### config.mk
export PLATFORM = sky130hd
export DESIGN_NAME = dm_arbiter
export DESIGN_NICKNAME = d
export VERILOG_FILES = /design/src/rtl/dm_arbiter.sv
export SDC_FILE = /design/constraint.sdc
export NUM_CORES = 1
export LEC_CHECK = 0
export BUFFER_PORTS_ARGS = -buffer_cell sky130_fd_sc_hd__buf_2
export CORE_MARGIN = 10
export CORE_UTILIZATION = 40
export DETAILED_ROUTE_END_ITERATION = 8
export GPL_TIMING_DRIVEN = 0
export PLACE_DENSITY = 0.89
export SKIP_CTS_REPAIR_TIMING = 1
export SLEW_MARGIN = 20
export SYNTH_ARGS = -nofsm -noshare
export SYNTH_HDL_FRONTEND = slang
export SYNTH_SLANG_ARGS = --single-unit
### constraint.sdc
create_clock -name clk -period 4 [get_ports clk]
set_clock_uncertainty 0.2 [all_clocks]
set_input_delay 0.2 -clock clk [delete_from_list [all_inputs] [get_ports clk]]
set_output_delay 0.2 -clock clk [all_outputs]
set_load 0.005 [all_outputs]
### src/rtl/dm_arbiter.sv
// Data-memory arbiter: routes the DRAM to the host com port (load/readback) or round-robins it
// over core requests in RUN, and aggregates per-core end flags. Optional macro: DM_ARB_PERF_EN.
module dm_arbiter #(
    parameter int NCORES = 4,
    parameter int AW     = 16,
    parameter int DW     = 16
) (
    input  logic                 clk,
    input  logic                 rst_n,
    input  logic [1:0]           status,
    input  logic [DW-1:0]        com_data_in,
    input  logic [AW-1:0]        com_addr,
    input  logic                 com_wr_en,
    output logic [DW-1:0]        com_data_out,
    input  logic [NCORES-1:0]    core_req,
    input  logic [NCORES-1:0]    core_wr_en,
    input  logic [NCORES*AW-1:0] core_addr,
    input  logic [NCORES*DW-1:0] core_data,
    input  logic [NCORES-1:0]    core_end,
    output logic [NCORES-1:0]    core_gnt,
    output logic [NCORES-1:0]    core_rvalid,
    output logic [DW-1:0]        core_rdata,
    output logic [AW-1:0]        DM_addr,
    output logic [DW-1:0]        DM_data_in,
    output logic                 DM_write_en,
    input  logic [DW-1:0]        DM_out,
`ifdef DM_ARB_PERF_EN
    output logic [31:0]          stall_cnt,
`endif
    output logic                 end_process
);

    localparam int PW = (NCORES > 1) ? $clog2(NCORES) : 1;

    typedef enum logic [1:0] {
        S_IDLE     = 2'b00,
        S_LOAD     = 2'b01,
        S_RUN      = 2'b10,
        S_READBACK = 2'b11
    } mode_t;

    mode_t             r_mode;
    logic [PW-1:0]     r_rr_ptr;
    logic [NCORES-1:0] r_done_mask;
    logic [NCORES-1:0] r_rvalid;
    logic [DW-1:0]     r_rdata_hold;
    logic              r_end;

    logic              w_found;
    logic [PW-1:0]     w_sel;
    logic [PW-1:0]     w_ptr_nxt;
    logic [NCORES-1:0] w_gnt;
    logic [NCORES-1:0] w_done_nxt;
    logic              w_enter_run;

    assign w_enter_run = (r_mode != S_RUN) && (status == 2'b10);

    // Round-robin search starting at r_rr_ptr; cores already done never win.
    always_comb begin
        int idx;
        idx     = 0;
        w_found = 1'b0;
        w_sel   = '0;
        if (r_mode == S_RUN) begin
            for (int k = 0; k < NCORES; k++) begin
                idx = (int'(r_rr_ptr) + k) % NCORES;
                if (!w_found && core_req[idx] && !r_done_mask[idx]) begin
                    w_found = 1'b1;
                    w_sel   = PW'(idx);
                end
            end
        end
        w_gnt = '0;
        if (w_found) w_gnt[w_sel] = 1'b1;
        w_ptr_nxt = (int'(w_sel) == NCORES - 1) ? '0 : w_sel + 1'b1;
    end

    always_comb begin
        DM_addr      = '0;
        DM_data_in   = '0;
        DM_write_en  = 1'b0;
        com_data_out = '0;
        case (r_mode)
            S_LOAD: begin
                DM_addr      = com_addr;
                DM_data_in   = com_data_in;
                DM_write_en  = com_wr_en;
                com_data_out = DM_out;
            end
            S_READBACK: begin
                DM_addr      = com_addr;
                DM_data_in   = com_data_in;
                com_data_out = DM_out;
            end
            S_RUN: begin
                if (w_found) begin
                    DM_addr     = core_addr[int'(w_sel)*AW +: AW];
                    DM_data_in  = core_data[int'(w_sel)*DW +: DW];
                    DM_write_en = core_wr_en[w_sel];
                end
            end
            default: ;
        endcase
    end

    always_comb begin
        w_done_nxt = r_done_mask;
        if (w_enter_run)          w_done_nxt = '0;
        else if (r_mode == S_RUN) w_done_nxt = r_done_mask | core_end;
    end

    always_ff @(posedge clk or negedge rst_n) begin
        if (!rst_n) begin
            r_mode       <= S_IDLE;
            r_rr_ptr     <= '0;
            r_done_mask  <= '0;
            r_rvalid     <= '0;
            r_rdata_hold <= '0;
            r_end        <= 1'b0;
        end else begin
            r_mode      <= mode_t'(status);
            r_done_mask <= w_done_nxt;
            r_end       <= &w_done_nxt;
            if (w_found) r_rr_ptr <= w_ptr_nxt;
            // DM_out carries the granted read data in the cycle after the grant.
            r_rvalid <= (w_found && !core_wr_en[w_sel]) ? w_gnt : '0;
            if (|r_rvalid) r_rdata_hold <= DM_out;
        end
    end

    assign core_gnt    = w_gnt;
    assign core_rvalid = r_rvalid;
    assign core_rdata  = (|r_rvalid) ? DM_out : r_rdata_hold;
    assign end_process = r_end;

`ifdef DM_ARB_PERF_EN
    logic [31:0] r_stall_cnt;
    logic [31:0] w_stall_n;
    logic [32:0] w_stall_sum;

    always_comb begin
        w_stall_n = '0;
        for (int k = 0; k < NCORES; k++)
            if (core_req[k] && !r_done_mask[k] && !w_gnt[k]) w_stall_n = w_stall_n + 32'd1;
        w_stall_sum = {1'b0, r_stall_cnt} + {1'b0, w_stall_n};
    end

    always_ff @(posedge clk or negedge rst_n) begin
        if (!rst_n)               r_stall_cnt <= '0;
        else if (w_enter_run)     r_stall_cnt <= '0;
        else if (r_mode == S_RUN) r_stall_cnt <= w_stall_sum[32] ? 32'hFFFF_FFFF : w_stall_sum[31:0];
    end

    assign stall_cnt = r_stall_cnt;
`endif

endmodule

* Word-level counts from Yosys, hierarchy flattened
Index checks and enable logic that the tools add are counted.
** Cells by class
- Equal/unequal tests :: 6
- Bitwise operators :: 4
- Add/sub/neg operators :: 4
- Shift-type cells :: 2
- Mux-type cells :: 52
- Reductions and logical operators :: 24
- $lt $le $gt $ge :: 6
** Operators with widths (number)
- $shiftx A64 B7 Y16 :: 2
- $mux W16 :: 4
- $pmux W16 S2 :: 2
- $mux W1 :: 25
- $bmux W1 S2 :: 9
- $mux W4 :: 4
- $lt A3 B4 Y1 const B :: 3
- $mux W2 :: 6
- $logic_and A1 B1 Y1 :: 10
- $logic_not A1 Y1 :: 8
- $reduce_or A2 Y1 :: 4
- $eq A2 B2 Y1 const B :: 3
- $lt A2 B3 Y1 const B :: 2
- $add A2 B1 Y2 const B :: 2
- $add A2 B2 Y2 const B :: 2
- $eq A2 B1 Y1 const B :: 2
- $or A4 B4 Y4 :: 1
- $reduce_and A4 Y1 :: 1
- $reduce_or A4 Y1 :: 1
- $and A1 B1 Y1 const A :: 3
- $demux W1 S2 :: 1
- $ge A2 B1 Y1 const B :: 1
- $ne A2 B2 Y1 const B :: 1
- $pmux W1 S2 :: 1
** Word-level totals
- Register bits after elaboration :: 29
- Word-level logic and storage cells :: 104
- Output and inout port bits :: 74
- Bits of input ports :: 193

* Depth between registers and ports, before layout
- Depth after elaboration :: 27
- Gate-level depth with buffers :: 10
- Mapped depth without buffers :: 8

* Worst setup path before layout
OpenSTA, ideal clock, no wires.
- Path type :: reg-to-output
- Start :: register r_mode[0]
- End :: output DM_addr[0]
- Buffers on the path :: 2
- Setup slack :: 1.777 ns
- Data required time :: 3.600 ns
- Cell stages (with the launch flop) :: 9
- Arrival :: 1.823 ns
- Cells stage by stage :: dfrtp_1 inv_1 ha_1 buf_2 o41a_1 nor2b_4 nand4_2 buf_4 o221ai_1
** Between the ends
- Word-level cells in the longest chain between the ends :: 5
- Elaborated cells between the ends (all ways) :: 9
- Those cells by class :: eq/ne (3); shift (1); mux (4); reduce/logical (1)
** RTL lines
- start: declaration :: RTL line 42 : mode_t r_mode;
- start signal: assignment :: RTL line 121 : r_mode <= mode_t'(status);
- $eq A2 B2 Y1 :: RTL line 64, 83
- $mux W2 :: RTL line 64 : if (r_mode == S_RUN) begin
- $shiftx A64 B7 Y16 :: RTL line 97 : DM_addr = core_addr[int'(w_sel)*AW +: AW];
- $mux W16 :: RTL line 96 : if (w_found) begin
- $pmux W16 S2 (*) :: RTL line 83 : case (r_mode)
- end: declaration :: RTL line 23 : output logic [AW-1:0] DM_addr,
Mark *: on every way between the ends. The rest lies on a longest branch, timed or not.

* Worst setup path in the final report
- Start :: register r_mode[0]
- End :: output DM_data_in[5]
** Between the ends
- Word-level cells in the longest chain between the ends :: 5
- Elaborated cells between the ends (all ways) :: 9
- Those cells by class :: eq/ne (3); shift (1); mux (4); reduce/logical (1)
** RTL lines
- $eq A2 B2 Y1 :: RTL line 64, 83
- $mux W2 :: RTL line 64
- $shiftx A64 B7 Y16 :: RTL line 98 : DM_data_in = core_data[int'(w_sel)*DW +: DW];
- $mux W16 :: RTL line 96
- $pmux W16 S2 (*) :: RTL line 83
- end: declaration :: RTL line 24 : output logic [DW-1:0] DM_data_in,
Marks and branches as above.

==> impl_metrics.py <==
metrics = {
    "finish": {
        "seqCellArea_um2": 726,
        "multi_input_area_um2": 1890,
        "area_growth_pct": 60.3,
        "final_nets": 772,
        "finalNonFillerCells": 655,
        "num-fill-cells": 563,
        "drive_gt1_share_pct": 55.8,
    },
    "power": {
        "leakagePower_nw": 2.76,
        "peakVddDrop_mv": 0.172,
        "powerDensity_nw_per_um2": 315,
    },
    "job": {
        "cap_violations": 0,
    },
    "synth": {
        "synth_edf_count": 0,
        "syn_nets": 487,
        "synth_area_leader_cell": "dfrtp_1",
        "synthDominantCellAreaShare_pct": 26.1,
        "syn_area_per_cell_um2": 9.71,
        "synthArstFlopShare_pct": 100,
        "ys_types": 38,
        "synthFlopType": "dfrtp_1",
        "yosysSeqAreaShare_pct": 26.1,
        "synth_top_cells_by_count": "mux2i_1, nand2_1, o221ai_1, dfrtp_1, nor2b_1",
        "synth_area_leaders": "dfrtp_1, mux2i_1, o221ai_1",
        "synth_cells": 286,
        "synth-seq-cells": 29,
        "yosysWarnings": 0,
        "syn-cell-area_um2": 2780,
        "synth.most_common_cell": "mux2i_1",
    },
    "detailed_routing": {
        "detail_route.wl_per_cell_um": 20.1,
        "vias": 3460,
        "drt_iter0_drc": 147,
        "drc_errors": 0,
        "vias_per_cell": 5.28,
        "ant_nets": 0,
        "wirelength_mm": 13.2,
        "dr.pass1.iters": 5,
    },
    "worst_setup_path": {
        "cp-start-kind": "flop",
        "reg2regPathDepth": 8,
        "critPathLaunch": "r_mode[0]$_DFF_PN0_",
        "worst-path-max-fanout": 10,
        "endpoint_kind": "primary output",
        "path_class": "flop to primary output",
        "cp.required_ns": 3.60,
        "cp_data_arrival_time_ns": 2.71,
        "regToRegStartpoint": "r_done_mask[0]$_DFF_PN0_",
    },
    "timing": {
        "timing.hold.ws_ns": -0.00909,
        "setup_viol": 0,
        "period_share_pct": 77.6,
        "final-hold-violation-count": 5,
        "worstMarginPinSlew_ns": 0.686,
        "fmax_mhz": 322,
        "tns_ns": 0,
        "finalCriticalPeriod_ns": 3.11,
        "maxSlewViolCount": 0,
        "slew_headroom_pct": 53.9,
        "rsz0062_at_grt": "false",
    },
    "clock_tree": {
        "cts-root-buf": "clkbuf_8",
        "cts_tree": "yes",
        "clkTransAtPathRegs_ns": 0.06,
        "htreeDepth": 2,
        "cts_buffers": 5,
        "clockBufferDepth": 2,
        "cts_sinks": 29,
        "clock_latency_ns": 0.28,
    },
    "global_routing": {
        "first_global_vias": 3754,
        "grt_max_degree": 30,
        "grt-ovfl-total": 0,
        "grt_usage_pct": 22.4,
        "grt_pass1_wl_mm": 18.8,
        "antenna_found_initial": 3,
    },
    "floorplanning": {
        "die_h_um": 103,
        "core_area_um2": 6760,
        "ios": 267,
        "die_w_um": 103,
        "rows": 30,
        "die-area_um2": 10700,
        "initial_core_util_pct": 41.1,
    },
    "placed_design": {
        "place_hpwl_mm": 11.1,
        "place_inst": 632,
        "portBuffers": 266,
        "gp_congestion": 0.949,
    },
    "hold_path": {
        "hold_path_class": "primary input to flop",
        "worstHoldPathCells": 2,
        "min_from": "DM_out[6]",
    },
    "status": {
        "violations": "hold timing",
        "status": "finished with violations",
    },
}
cells by family after synthesis:
group | count (synthesis) | share of synthesized area [%]
muxes | 84 | 31.5
adders and majority gates | 8 | 3.60
and+or+nand+nor | 90 | 18.2
buffers and inverters | 27 | 5.86
DFF | 29 | 26.1
AOI/OAI and AO/OA | 48 | 14.8
state kept, by name, summed over array words and instances, names as in the netlist:
register      flops
r_mode            2
core_rvalid       4
r_rr_ptr          2
end_process       1
r_done_mask       4
r_rdata_hold     16
cell usage in the layout (no fill, tap or decap), types with 3 or more instances in the layout:
cell,count
a21oi_1,7
buf_6,5
o221ai_1,32
dlygate4sd3_1,12
buf_4,4
diode_2,3
dfrtp_1,29
nor2b_4,3
clkbuf_8,6
mux2_2,17
nor2b_1,19
mux2i_1,66
nand2_1,36
nor2_1,16
nand2b_1,4
clkbuf_1,5
ha_1,8
inv_1,7
buf_2,273
critical path, stage by stage (launching register included):
cell	delay (ns)
dfrtp_1	0.40
inv_1	0.10
ha_1	0.15
buf_2	0.26
o41a_1	0.39
nor2b_4	0.25
nand4_2	0.23
buf_4	0.27
o221ai_1	0.20
buf_2	0.17
final cells by class:
type | instances | share of cell area (%)
Buffer | 20 | 3.06
Sequential cell | 29 | 16.3
Antenna cell | 3 | 0.169
Tap cell | 80 | 2.25
Clock buffer | 7 | 1.94
Clock inverter | 1 | 0.674
Timing Repair Buffer | 278 | 32.6
Inverter | 7 | 0.590
Multi-Input combinational cell | 230 | 42.4
per-stage QoR:
step	setup WS, ns	cell area [µm²]	utilization, %	total power [mW]
floorplan	1.78	2780	-	0.777
global placement	1.30	4210	62.3	1.05
detailed placement	1.23	4210	62.3	1.09
CTS	0.929	4330	64.0	1.40
global route	0.759	4450	65.9	1.49
finish	0.894	4450	65.9	1.40
power breakdown:
group,total (mW),leakage (nW),switching [mW],internal (mW)
logic,0.663,2.34,0.316,0.347
clock network,0.316,0.0585,0.113,0.203
registers,0.425,0.355,0.0389,0.386
total,1.40,2.76,0.467,0.936
final timing paths:
check	slack, ns	endpoint
min in group asynchronous	0.29	r_done_mask[3]$_DFF_PN0_
max reg2reg	1.59	r_rr_ptr[1]$_DFFE_PN0P_
min reg2reg	0.29	r_rdata_hold[3]$_DFF_PN0_
max	0.89	DM_data_in[5]
min	-0.009	r_rdata_hold[6]$_DFF_PN0_
max in group asynchronous	2.87	r_rdata_hold[9]$_DFF_PN0_
layer usage:
metal,track usage [%],vias to the layer above,part of all wire [%]
met5,0,-,0
li1,-,1634,-
met2,41.7,173,55
met3,6.78,16,7.9
met1,23.3,1637,35
met4,7.06,0,1.8
Note: power is estimated with default switching activity, not from simulation.
